--- config.mk ---
export PLATFORM = sky130hd
export DESIGN_NAME = port_switch_core
export DESIGN_NICKNAME = d
export VERILOG_FILES = /design/src/rtl/port_switch_pkg.sv /design/src/rtl/port_switch_core_rr_arbiter.sv /design/src/rtl/port_switch_core.sv
export SDC_FILE = /design/constraint.sdc
export NUM_CORES = 1
export LEC_CHECK = 0
export BUFFER_PORTS_ARGS = -buffer_cell sky130_fd_sc_hd__buf_2
export CORE_ASPECT_RATIO = 0.5
export CORE_MARGIN = 2
export CORE_UTILIZATION = 52
export DETAILED_ROUTE_END_ITERATION = 16
export GPL_TIMING_DRIVEN = 0
export HOLD_SLACK_MARGIN = 0.15
export PLACE_DENSITY = 0.75
export SLEW_MARGIN = 15
export SYNTH_ARGS = -nofsm -noshare
export SYNTH_HDL_FRONTEND = slang
export SYNTH_SLANG_ARGS = --single-unit
--- constraint.sdc ---
create_clock -name clk -period 14.1 [get_ports clk]
set_clock_uncertainty 0.05 [all_clocks]
set_input_delay 1.41 -clock clk [delete_from_list [all_inputs] [get_ports clk]]
set_output_delay 1.41 -clock clk [all_outputs]
set_load 0.03 [all_outputs]
--- src/rtl/port_switch_pkg.sv ---
// rtl/port_switch_pkg.sv - shared widths, lane types and destination decode for the 4-port switch
package port_switch_pkg;

  localparam int NUM_PORTS = 4;
  localparam int DATA_W    = 16;
  localparam int ADDR_W    = 16;
  localparam int DEST_LSB  = 0;

  typedef logic [DATA_W-1:0]    lane_data_t;
  typedef logic [ADDR_W-1:0]    lane_addr_t;
  typedef logic [1:0]           port_idx_t;
  typedef logic [NUM_PORTS-1:0] port_mask_t;

  // Destination output lane carried in the address word
  function automatic port_idx_t dest_of(input lane_addr_t addr);
    return addr[DEST_LSB +: 2];
  endfunction

endpackage

--- src/rtl/port_switch_core_rr_arbiter.sv ---
// rtl/port_switch_core_rr_arbiter.sv - round-robin arbiter for one output lane, owns its pointer
module rr_arbiter
  import port_switch_pkg::*;
(
  input  logic       clk,
  input  logic       reset,
  input  port_mask_t req,
  output port_mask_t grant,
  output logic       grant_valid
);

  port_idx_t ptr_q;
  port_idx_t ptr_d;
  port_idx_t idx;

  // Search upward from the pointer, wrapping through the 2-bit index; first requester wins
  always_comb begin
    grant       = '0;
    grant_valid = 1'b0;
    ptr_d       = ptr_q;
    idx         = '0;
    for (int k = 0; k < NUM_PORTS; k++) begin
      idx = ptr_q + port_idx_t'(k);
      if (!grant_valid && req[idx]) begin
        grant[idx]  = 1'b1;
        grant_valid = 1'b1;
        ptr_d       = idx + 2'd1;
      end
    end
  end

  // Pointer moves past the winner only when something was granted
  always_ff @(posedge clk or posedge reset) begin
    if (reset) begin
      ptr_q <= '0;
    end else begin
      ptr_q <= ptr_d;
    end
  end

endmodule

--- src/rtl/port_switch_core.sv ---
// rtl/port_switch_core.sv - 4-port switch core: one-entry input buffers, per-output round-robin, registered outputs
module port_switch_core
  import port_switch_pkg::*;
(
  input  logic                        clk,
  input  logic                        reset,
  input  logic [NUM_PORTS*DATA_W-1:0] data_in,
  input  logic [NUM_PORTS*ADDR_W-1:0] addr_in,
  input  logic [NUM_PORTS-1:0]        valid_in,
  output logic [NUM_PORTS-1:0]        data_read,
  output logic [NUM_PORTS*DATA_W-1:0] data_out,
  output logic [NUM_PORTS*ADDR_W-1:0] addr_out,
  output logic [NUM_PORTS-1:0]        data_rdy
);

  port_mask_t full_q;
  port_mask_t full_d;
  port_mask_t read_q;
  lane_data_t buf_data_q [NUM_PORTS];
  lane_addr_t buf_addr_q [NUM_PORTS];

  port_mask_t req [NUM_PORTS];
  port_mask_t grant [NUM_PORTS];
  port_mask_t grant_valid;
  port_mask_t served;

  lane_data_t win_data [NUM_PORTS];
  lane_addr_t win_addr [NUM_PORTS];
  lane_data_t dout_q [NUM_PORTS];
  lane_addr_t aout_q [NUM_PORTS];
  port_mask_t rdy_q;

  // Request matrix: output j sees every full buffer whose destination is j
  always_comb begin
    for (int j = 0; j < NUM_PORTS; j++) begin
      req[j] = '0;
      for (int i = 0; i < NUM_PORTS; i++) begin
        req[j][i] = full_q[i] && (dest_of(buf_addr_q[i]) == port_idx_t'(j));
      end
    end
  end

  for (genvar j = 0; j < NUM_PORTS; j++) begin : g_arb
    rr_arbiter u_arb (
      .clk         (clk),
      .reset       (reset),
      .req         (req[j]),
      .grant       (grant[j]),
      .grant_valid (grant_valid[j])
    );
  end

  // An input has one destination, so at most one output can serve it per cycle
  always_comb begin
    served = '0;
    for (int j = 0; j < NUM_PORTS; j++) begin
      served = served | grant[j];
    end
  end

  // Buffer occupancy: drain on grant, fill from an empty slot; never both on one edge
  always_comb begin
    full_d = full_q;
    for (int i = 0; i < NUM_PORTS; i++) begin
      if (full_q[i] && served[i]) begin
        full_d[i] = 1'b0;
      end else if (!full_q[i] && valid_in[i]) begin
        full_d[i] = 1'b1;
      end
    end
  end

  // Input buffers capture only while empty; data_read is a flop tracking emptiness
  always_ff @(posedge clk or posedge reset) begin
    if (reset) begin
      full_q <= '0;
      read_q <= '1;
      for (int i = 0; i < NUM_PORTS; i++) begin
        buf_data_q[i] <= '0;
        buf_addr_q[i] <= '0;
      end
    end else begin
      full_q <= full_d;
      read_q <= ~full_d;
      for (int i = 0; i < NUM_PORTS; i++) begin
        if (!full_q[i] && valid_in[i]) begin
          buf_data_q[i] <= data_in[i*DATA_W +: DATA_W];
          buf_addr_q[i] <= addr_in[i*ADDR_W +: ADDR_W];
        end
      end
    end
  end

  // One-hot grant selects the winning buffer for each output lane
  always_comb begin
    for (int j = 0; j < NUM_PORTS; j++) begin
      win_data[j] = '0;
      win_addr[j] = '0;
      for (int i = 0; i < NUM_PORTS; i++) begin
        if (grant[j][i]) begin
          win_data[j] = buf_data_q[i];
          win_addr[j] = buf_addr_q[i];
        end
      end
    end
  end

  // Output lanes load only on a grant, so a lane never changes without its strobe
  always_ff @(posedge clk or posedge reset) begin
    if (reset) begin
      rdy_q <= '0;
      for (int j = 0; j < NUM_PORTS; j++) begin
        dout_q[j] <= '0;
        aout_q[j] <= '0;
      end
    end else begin
      rdy_q <= grant_valid;
      for (int j = 0; j < NUM_PORTS; j++) begin
        if (grant_valid[j]) begin
          dout_q[j] <= win_data[j];
          aout_q[j] <= win_addr[j];
        end
      end
    end
  end

  for (genvar j = 0; j < NUM_PORTS; j++) begin : g_out
    assign data_out[j*DATA_W +: DATA_W] = dout_q[j];
    assign addr_out[j*ADDR_W +: ADDR_W] = aout_q[j];
  end

  assign data_rdy  = rdy_q;
  assign data_read = read_q;

endmodule

# ---- Yosys cells after proc, flatten, opt, wreduce, memory -nomap -nowiden
# Cells that the tools add are included.
dict set report word_totals {
  latchBits 0
  word_cells 335
  ramBits 0
  romBits 0
  out_inout_bits 136
  memories 0
  ff_bits 276
  input_bits 134
}
dict set report op_classes {
  n_div 0
  shifts 0
  n_eq_ne 12
  bitwise 16
  n_addsub 24
  n_lt_le_gt_ge 32
  n_reduce_logical 76
  mul 0
  muxes 152
}
# cell n
set ops {}
lappend ops {{$mux W16} 32}
lappend ops {{$mux W4} 16}
lappend ops {{$or A4 B4 Y4} 15}
lappend ops {{$mux W1} 56}
lappend ops {{$logic_and A1 B1 Y1} 52}
lappend ops {{$lt A2 B3 Y1 const B} 16}
lappend ops {{$add A2 B1 Y2 const B} 16}
lappend ops {{$bmux W1 S2} 16}
lappend ops {{$demux W1 S2} 16}
lappend ops {{$ge A2 B1 Y1 const B} 16}
lappend ops {{$mux W2} 16}
lappend ops {{$add A2 B2 Y2 const B} 8}
lappend ops {{$eq A2 B2 Y1 const B} 8}
lappend ops {{$logic_not A1 Y1} 16}
lappend ops {{$reduce_bool A4 Y1} 4}
lappend ops {{$eq A2 B1 Y1 const B} 4}
lappend ops {{$logic_not A2 Y1} 4}
lappend ops {{$not A4 Y4} 1}

# ---- Logic depth before layout (Yosys ltp)
# Gate-level depths: netlist (run 1).
dict set report logic_depth {
  ltp_word 20
  ltp_mapped 12
  ltp_nobuf 9
}

# ---- Modules after synthesis
# From an unflattened synthesis (run 1), not the netlist that was laid out.
dict set report unflattened {
  cells_unflattened 1451
  area_unflattened_um2 15165.8
}
# mod area_each_um2 instances cells_each seq_area_each_um2
set modules_own_cells {}
lappend modules_own_cells {port_switch_core 13053.8 1 1212 6711.4}
lappend modules_own_cells {{rr_arbiter at g_arb[0].u_arb ...} 544.3 3 62 50.0}
lappend modules_own_cells {{rr_arbiter at g_arb[3].u_arb} 479.2 1 53 50.0}

# ---- Worst setup path after synthesis (run 1)
# OpenSTA, ideal clock, no wires.
dict set report synth_timing {
  kind {flip-flop to flip-flop}
  startpoint {register g_arb[2].u_arb.ptr_q[0]}
  endpoint {register aout_q, in the netlist addr_out[32]}
  period_less_slack_ns 3.242
  required_time_ns 13.918
  n_path_buf 2
  setup_ns 0.132
  arrival_ns 3.060
  path_stages_with_launch 12
  setup_slack_ns 10.858
  cell_sequence {dfrtp_1 > clkbuf_1 > inv_1 > ha_1 > inv_1 > mux4_2 > o211a_1 > o2bb2ai_1 > o221a_2 > buf_2 > a221oi_1 > o21ai_1}
}
dict set report synth_via {
  elab_chain_cells 16
  elab_cells_between_ends 52
  cone_classes {add/sub: 3; order compare: 8; mux: 28; bitwise: 3; reduce/logical: 10}
}
# item line_no
set synth_lines {}
lappend synth_lines {{start: declaration} port_switch_core_rr_arbiter.sv:12} ;# port_idx_t ptr_q;
lappend synth_lines {{start signal: assignment} port_switch_core_rr_arbiter.sv:37} ;# ptr_q <= ptr_d;
lappend synth_lines {{parallel branches: the longest is 16 deep, another holds $lt A2 B3 Y1} -}
lappend synth_lines {{end signal: indexed assignment} port_switch_core.sv:121} ;# aout_q[j] <= win_addr[j];
lappend synth_lines {{end: declaration} port_switch_core.sv:30} ;# lane_addr_t aout_q [NUM_PORTS];
# Several ways; the timed one is not identified. The select of a mux whose other input is x is not followed.
# A chain may end at the register's enable or synchronous reset.

# ---- Worst setup path in the final report (run 1)
dict set report layout_timing {
  startpoint {register g_arb[3].u_arb.ptr_q[0]}
  endpoint {register dout_q, in the netlist data_out[61]}
}
dict set report layout_via {
  elab_chain_cells 16
  elab_cells_between_ends 52
  cone_classes {add/sub: 3; order compare: 8; mux: 28; bitwise: 3; reduce/logical: 10}
}
# item line_no
set layout_lines {}
lappend layout_lines {{start: declaration} port_switch_core_rr_arbiter.sv:12}
lappend layout_lines {{start signal: assignment} port_switch_core_rr_arbiter.sv:37}
lappend layout_lines {{parallel branches: the longest is 16 deep, another holds $lt A2 B3 Y1} -}
lappend layout_lines {{end signal: indexed assignment} port_switch_core.sv:120} ;# dout_q[j] <= win_data[j];
lappend layout_lines {{end: declaration} port_switch_core.sv:29} ;# lane_data_t dout_q [NUM_PORTS];
# Several ways; the timed one is not identified. The select of a mux whose other input is x is not followed.

==> results of run 1 <==
## final cells by class
type | instances | share of cell area
clock buffer | 36 | 0.0391
buffer | 159 | 0.0418
sequential | 276 | 0.356
multi-input combinational | 1119 | 0.445
timing repair buffer | 273 | 0.0728
inverter | 51 | 0.0102
clock inverter | 12 | 0.00735
tap | 432 | 0.0278
## routing by layer
| metal | vias to the layer above | part of all wire |
|---|---|---|
| met5 | - | 0 |
| met4 | 0 | 0.056 |
| met3 | 276 | 0.13 |
| met2 | 1366 | 0.42 |
| met1 | 8140 | 0.39 |
| li1 | 6831 | - |
## logic make-up after synthesis
kind of cell / Yosys count
AO/OA/AOI/OAI: 598
XOR/XNOR: 3
adder cells (fa/ha/maj): 31
buffers and inverters: 210
flip-flops: 276
multiplexers: 152
AND/OR/NAND/NOR: 335
## cells in the final DEF, fill, tap and decap left out, types with 35 or more instances in the layout
master	count
a21oi_1	45
a221oi_1	70
a22oi_1	67
and2_1	36
and3_1	41
buf_2	303
clkbuf_1	89
dfrtp_1	272
inv_1	49
mux2_2	101
mux2i_1	35
nand2_1	85
nor2_1	89
o21ai_0	106
o21ai_1	41
o31ai_1	62
## sequential cells by signal (all words and copies together), names as in the netlist
register / flops
addr_out: 64
data_read: 4
buf_addr_q: 64
data_rdy: 4
data_out: 64
buf_data_q: 64
g_arb.u_arb.ptr_q: 8
full_q: 4
## worst paths after layout
path,slack (ps),end,cells after the start,startpoint
worst max-delay path,9480,data_out[61],10,g_arb[3].u_arb.ptr_q[0]
worst max register to register,9480,data_out[61],10,g_arb[3].u_arb.ptr_q[0]
min in group asynchronous,880,buf_addr_q[3],2,reset
worst min register to register,460,addr_out[19],1,addr_out[19]
worst min-delay path,460,addr_out[19],1,addr_out[19]
max in group asynchronous,12120,buf_data_q[7],3,reset
## stage by stage
stage | utilization | setup slack [ps] | instance area, µm²
floorplan | - | 5040 | 16500
detailed placement | 0.588 | 9880 | 18500
CTS | 0.617 | 9860 | 19400
global placement | 0.585 | 1790 | 18400
finish | 0.617 | 9480 | 19400
global route | 0.617 | 9340 | 19400
==> metrics.md, run 1 <==
| Metric | Value |
|---|---|
| Status | `finished, final reports clean` |
| Fmax | `217 MHz` |
| Slew Limit Fails | `0` |
| Grt met2 use | `0.575` |
| Ports | `270` |
| Xor/xnor share of the synthesized area | `0.00159` |
| Total Routing Usage GR | `0.389` |
| Largest net degree at the start of global routing | `113` |
| Setup_tns | `0 ps` |
| Worst-path clk slew | `70 ps` |
| Total clock buffers created by CTS | `27` |
| Seq/Total Area, Yosys | `0.418` |
| RePlAce Congestion | `0.972` |
| Worst EP required | `14500 ps` |
| RSZ-0062 raised after global routing | `no` |
| Share of synthesized cell area in full adder, half adder and majority cells | `0.0235` |
| Filler instances | `2693` |
| DP HPWL | `46700 µm` |
| Initial antenna violation count | `0` |
| Width of the die | `256 µm` |
| Area delta synth->final | `17.4%` |
| Drt initial violations | `2641` |
| Final setup violation count | `0` |
| FF+latch area | `0.00691 mm²` |
| TritonCTS clock tree | `yes` |
| Die area | `0.0333 mm²` |
| Total core area | `0.0315 mm²` |
| Hold-fix buffers, CTS | `0` |
| NumNets Final | `2072` |
| FF+latch count, synth | `276` |
| Min cycle time layout | `4620 ps` |
| Ys Warns | `0` |
| Simple-Gate Fraction of Synth Area | `0.105` |
| Cells after DPL | `2310` |
| Worst EP arrival | `5020 ps` |
| Largest stage delay, worst path | `1090 ps` |
| Non-Filler Instances | `2358` |
| Cell family with most CP delay | `compound AO/OA/AOI/OAI gates` |
| Hold Slack | `463 ps` |
| Final period utilization | `0.328` |
| Total gr overflow | `0` |
| Distinct cells, synth | `81` |
| Mean post-synth cell area | `10.3 µm²` |
| Critical Setup Path Class | `register to register` |
| Vias | `16613` |
| HP Class | `register to register` |
| Synth Area in Compound Gates | `0.279` |
| Clock latency on the worst-skew pair | `590 ps` |
| Global route hottest layer | `met2` |
| Share of flip-flops with an asynchronous set or reset | `1.00` |
| Post-route ant nets | `0` |
| Number of global-route vias before repair | `15459` |
| Row count | `46` |
| Drt drc | `0` |
| Worst setup EP type | `register` |
| CTS H-tree lvls | `1` |
| Final hold violation count | `0` |
| Via density per instance | `7.05` |
| Critical path fanouts, max | `10` |
| Post-CTS Resized | `0` |
| Post-synthesis mux area share | `0.112` |
| Post-synth EDFFs | `0` |
| Port bufs | `269` |
| ANT cells | `0` |
| Largest family of logic cells by synthesized area | `compound AO/OA/AOI/OAI gates` |
| Met3 GRT Util | `0.120` |
| Headroom to the max-slew limit | `0.0523` |
| Most frequent cells after synthesis | `dfrtp_1 (272), o21ai_0 (106), mux2_2 (101)` |
| Ratio of cells with drive above 1 in the final layout | `0.297` |
| Drt wl/cell | `28.4 µm` |
| Multi-input combinational cell area | `0.00864 mm²` |
| Starting density of the core | `0.525` |
| Clock sink count | `276` |
| Worst slew pin tran | `1410 ps` |
| Clock Path Buffers | `3` |
| Max-cap violations | `0` |
| First-pass GRT wire length | `97300 µm` |
| Most frequent cell after synthesis | `dfrtp_1` |
| Syn nets | `1770` |
| Post-Route WL | `66900 µm` |
| CP Launch Type | `register` |
| Worst-path cell chain | `buf_2 > inv_1 > ha_1 > nor3_1 > o21a_1 > o21ai_0 > nand2_1 > clkbuf_1 > a221oi_1 > o31ai_1` |
| Top post-synthesis cells by area | `dfrtp_1 (41%), mux2_2 (6.9%), a221oi_1 (3.7%), o21ai_0 (3.2%), a22oi_1 (3.0%)` |
| Die H | `130 µm` |
| Primary FF master, synth | `dfrtp_1` |
| Slowest cell on crit path | `o21ai_0` |
| Cell accounting for the most synthesized area | `dfrtp_1` |
| Postcts setup bufs | `0` |
| DR pass1 iterations | `6` |
| Mapped cell area | `0.0165 mm²` |
| Cells after synthesis | `1605` |
| Top-area cell type share of the netlist area | `0.412` |
| Critical path buffers and inverters | `3` |
| Grt met1 use | `0.529` |
| Clock root cell | `clkbuf_16` |
Power of run 1 is left out: the tool's default activity adds up to more than one toggle a clock period on the data nets, which glitch-free logic cannot reach.
==> run 2: changes to the inputs <==
--- a/config.mk
+++ b/config.mk
@@ -5,6 +5,7 @@
 export SDC_FILE = /design/constraint.sdc
 export NUM_CORES = 1
 export LEC_CHECK = 0
+export ABC_AREA = 1
 export BUFFER_PORTS_ARGS = -buffer_cell sky130_fd_sc_hd__buf_2
 export CORE_ASPECT_RATIO = 0.5
 export CORE_MARGIN = 2
@@ -12,7 +13,7 @@
 export DETAILED_ROUTE_END_ITERATION = 16
 export GPL_TIMING_DRIVEN = 0
 export HOLD_SLACK_MARGIN = 0.15
-export PLACE_DENSITY = 0.75
+export PLACE_DENSITY = 0.76
 export SLEW_MARGIN = 15
 export SYNTH_ARGS = -nofsm -noshare
 export SYNTH_HDL_FRONTEND = slang
==> constraint.sdc (replaced) <==
create_clock -name clk -period 4.3 [get_ports clk]
set_clock_uncertainty 0.05 [all_clocks]
set_input_delay 0.43 -clock clk [delete_from_list [all_inputs] [get_ports clk]]
set_output_delay 0.43 -clock clk [all_outputs]
set_load 0.03 [all_outputs]
==> run 2 against run 1 <==
Die area decreased by 2.5%; non-clock buffer count increased by 109; global-route usage decreased by 1.0 points; area after synthesis decreased by 2.6%; sequential share of layout area decreased by 1.6 points; critical path depth increased by 1; critical path type unchanged.
==> metrics.md, run 2 <==
| Metric | Value |
|---|---|
| Status | `finished, final reports clean` |
| Vias | `17687` |
| Ratio of cells with drive above 1 in the final layout | `0.210` |
| Drt wl/cell | `20.7 µm` |
| Ports | `270` |
| RePlAce Congestion | `0.975` |
| Hold Path Sink | `buf_addr_q[31]` |
| Fmax | `282 MHz` |
| Clock Path Buffers | `3` |
| Clock latency on the worst-skew pair | `570 ps` |
| Mean post-synth cell area | `7.48 µm²` |
| Primary FF master, synth | `dfrtp_1` |
| Commonest non-fill, non-tap cell in the layout | `nand2_1` |
| Mapped cell area | `0.0161 mm²` |
| Drt initial violations | `2376` |
| Share of flip-flops with an asynchronous set or reset | `1.00` |
| Distinct cells, synth | `37` |
| Hold_sp | `addr_in[47]` |
| Worst EP required | `4750 ps` |
| Worst slew pin tran | `1200 ps` |
| Total core area | `0.0304 mm²` |
| Critical Setup Path Class | `register to register` |
| Final period utilization | `0.824` |
| NumNets Final | `2751` |
| Drt drc | `0` |
| Hold-fix buffers, CTS | `128` |
| Post-synth EDFFs | `0` |
| Ys Warns | `0` |
| Largest net degree at the start of global routing | `36` |
| Final setup violation count | `0` |
| Setup_tns | `0 ps` |
| Port bufs | `269` |
| Post-Route WL | `62100 µm` |
| Number of global-route vias before repair | `16763` |
| Slew Limit Fails | `0` |
| Post-DP Area | `0.0181 mm²` |
| Final hold violation count | `0` |
| Post-route ant nets | `0` |
| Top-area cell type share of the netlist area | `0.423` |
| Most frequent cells after synthesis | `nand2_1 (729), a21oi_1 (326), dfrtp_1 (272)` |
| Worst Hold Depth | `3` |
| Headroom to the max-slew limit | `0.191` |
| Commonest non-fill, non-tap cells in the layout | `nand2_1 (729), buf_2 (329), a21oi_1 (326), dfrtp_1 (272), nand3_1 (257)` |
| FF+latch area | `0.00691 mm²` |
| CP Launch Type | `register` |
| Via density per instance | `5.89` |
| Total gr overflow | `0` |
| Reg2Reg Setup Slack | `760 ps` |
| Cells after synthesis | `2153` |
| R2R depth | `11` |
| Die area | `0.0325 mm²` |
| Initial antenna violation count | `0` |
| First-pass GRT wire length | `94100 µm` |
| FF+latch count, synth | `276` |
| DP HPWL | `43500 µm` |
| Most frequent cell after synthesis | `nand2_1` |
| Row count | `45` |
| Worst-path clk slew | `80 ps` |
| ANT cells | `0` |
| Total Routing Usage GR | `0.379` |
| Width of the die | `253 µm` |
| Worst setup EP type | `register` |
| HP Class | `input pin to register` |
| Post-route cell area | `0.0203 mm²` |
| RR Endpoint | `addr_out[35]` |
| Worst EP arrival | `3990 ps` |
| Clock sink count | `276` |
| Postcts setup bufs | `0` |
| RSZ-0062 raised after global routing | `no` |
| Area delta synth->final | `26.3%` |
| Die H | `128 µm` |
| DR pass1 iterations | `7` |
| Post-CTS Resized | `0` |
| Critical R2R Launch | `g_arb[2].u_arb.ptr_q[0]` |
| Total clock buffers created by CTS | `26` |
| Filler instances | `2571` |
| Syn nets | `2318` |
| Multi-input combinational cell area | `0.00794 mm²` |
| CTS H-tree lvls | `1` |
| Max-cap violations | `0` |
| Starting density of the core | `0.530` |
| TritonCTS clock tree | `yes` |
| Top post-synthesis cells by area | `dfrtp_1 (42%), nand2_1 (17%), a21oi_1 (10%), nand3_1 (8.0%), mux2_2 (4.2%)` |
| Critical path fanouts, max | `13` |
| Cell accounting for the most synthesized area | `dfrtp_1` |
| Clock root cell | `clkbuf_16` |
| Seq/Total Area, Yosys | `0.429` |
| Min cycle time layout | `3540 ps` |
## run 2: layout make-up
class,count,share of cell area
clock inverters,14,0.0103
plain buffers,136,0.0398
clock buffers,34,0.0365
inverters,117,0.0220
flip-flops and latches,276,0.340
multi-input cells,1624,0.390
well taps,399,0.0245
repair buffers,405,0.137
## run 2: cells by family (layout without fill, tap and decap cells)
logic type | count (synthesis) | in the layout | share of synthesized area
fa+ha+maj | 31 | 31 | 0.0241
mux | 60 | 60 | 0.0420
flops | 276 | 276 | 0.429
buf+inv | 253 | 706 | 0.0779
compound gates | 350 | 350 | 0.111
simple gates | 1183 | 1183 | 0.316
## run 2: through the flow
step / instances / hold slack [ps] / worst slack [ps] / util
CTS: 3005 / 154 / 969 / 0.669
detailed placement: 2829 / 411 / 1010 / 0.596
floorplan: 2153 / 467 / 172 / -
global route: 3005 / 179 / 660 / 0.669
finish: 3005 / 154 / 757 / 0.669
global placement: 2821 / 408 / -1590 / 0.591
## run 2: layer usage
metal | vias up | GRT usage | routed length, µm
met1 | 8280 | 0.521 | 25300
li1 | 7926 | - | -
met4 | 0 | 0.159 | 2950
met3 | 233 | 0.0997 | 7510
met5 | - | 0 | 0
met2 | 1248 | 0.572 | 26300
## run 2: how the worst max path moves through the flow
stage | start | to | slack [ps] | cells after the start
after floorplan | reset | addr_out[0] | 170 | 1
after global placement | reset | buf_addr_q[53] | -1590 | 2
after detailed placement | g_arb[2].u_arb.ptr_q[0] | addr_out[38] | 1010 | 11
after CTS | g_arb[2].u_arb.ptr_q[0] | addr_out[38] | 970 | 11
after global routing | g_arb[2].u_arb.ptr_q[1] | addr_out[41] | 660 | 10
final | g_arb[2].u_arb.ptr_q[0] | addr_out[35] | 760 | 11
## run 2: critical path: stages, from the launching register on
cell and delay [ps]:
dfrtp_1 450, buf_4 200, inv_4 80, ha_1 360, inv_1 140, nand3_1 90, nand2_1 120, nand2_2 90
nor3_1 920, clkbuf_1 670, nand2_1 140, nand2_1 160
Power of run 2 is left out for the same reason.
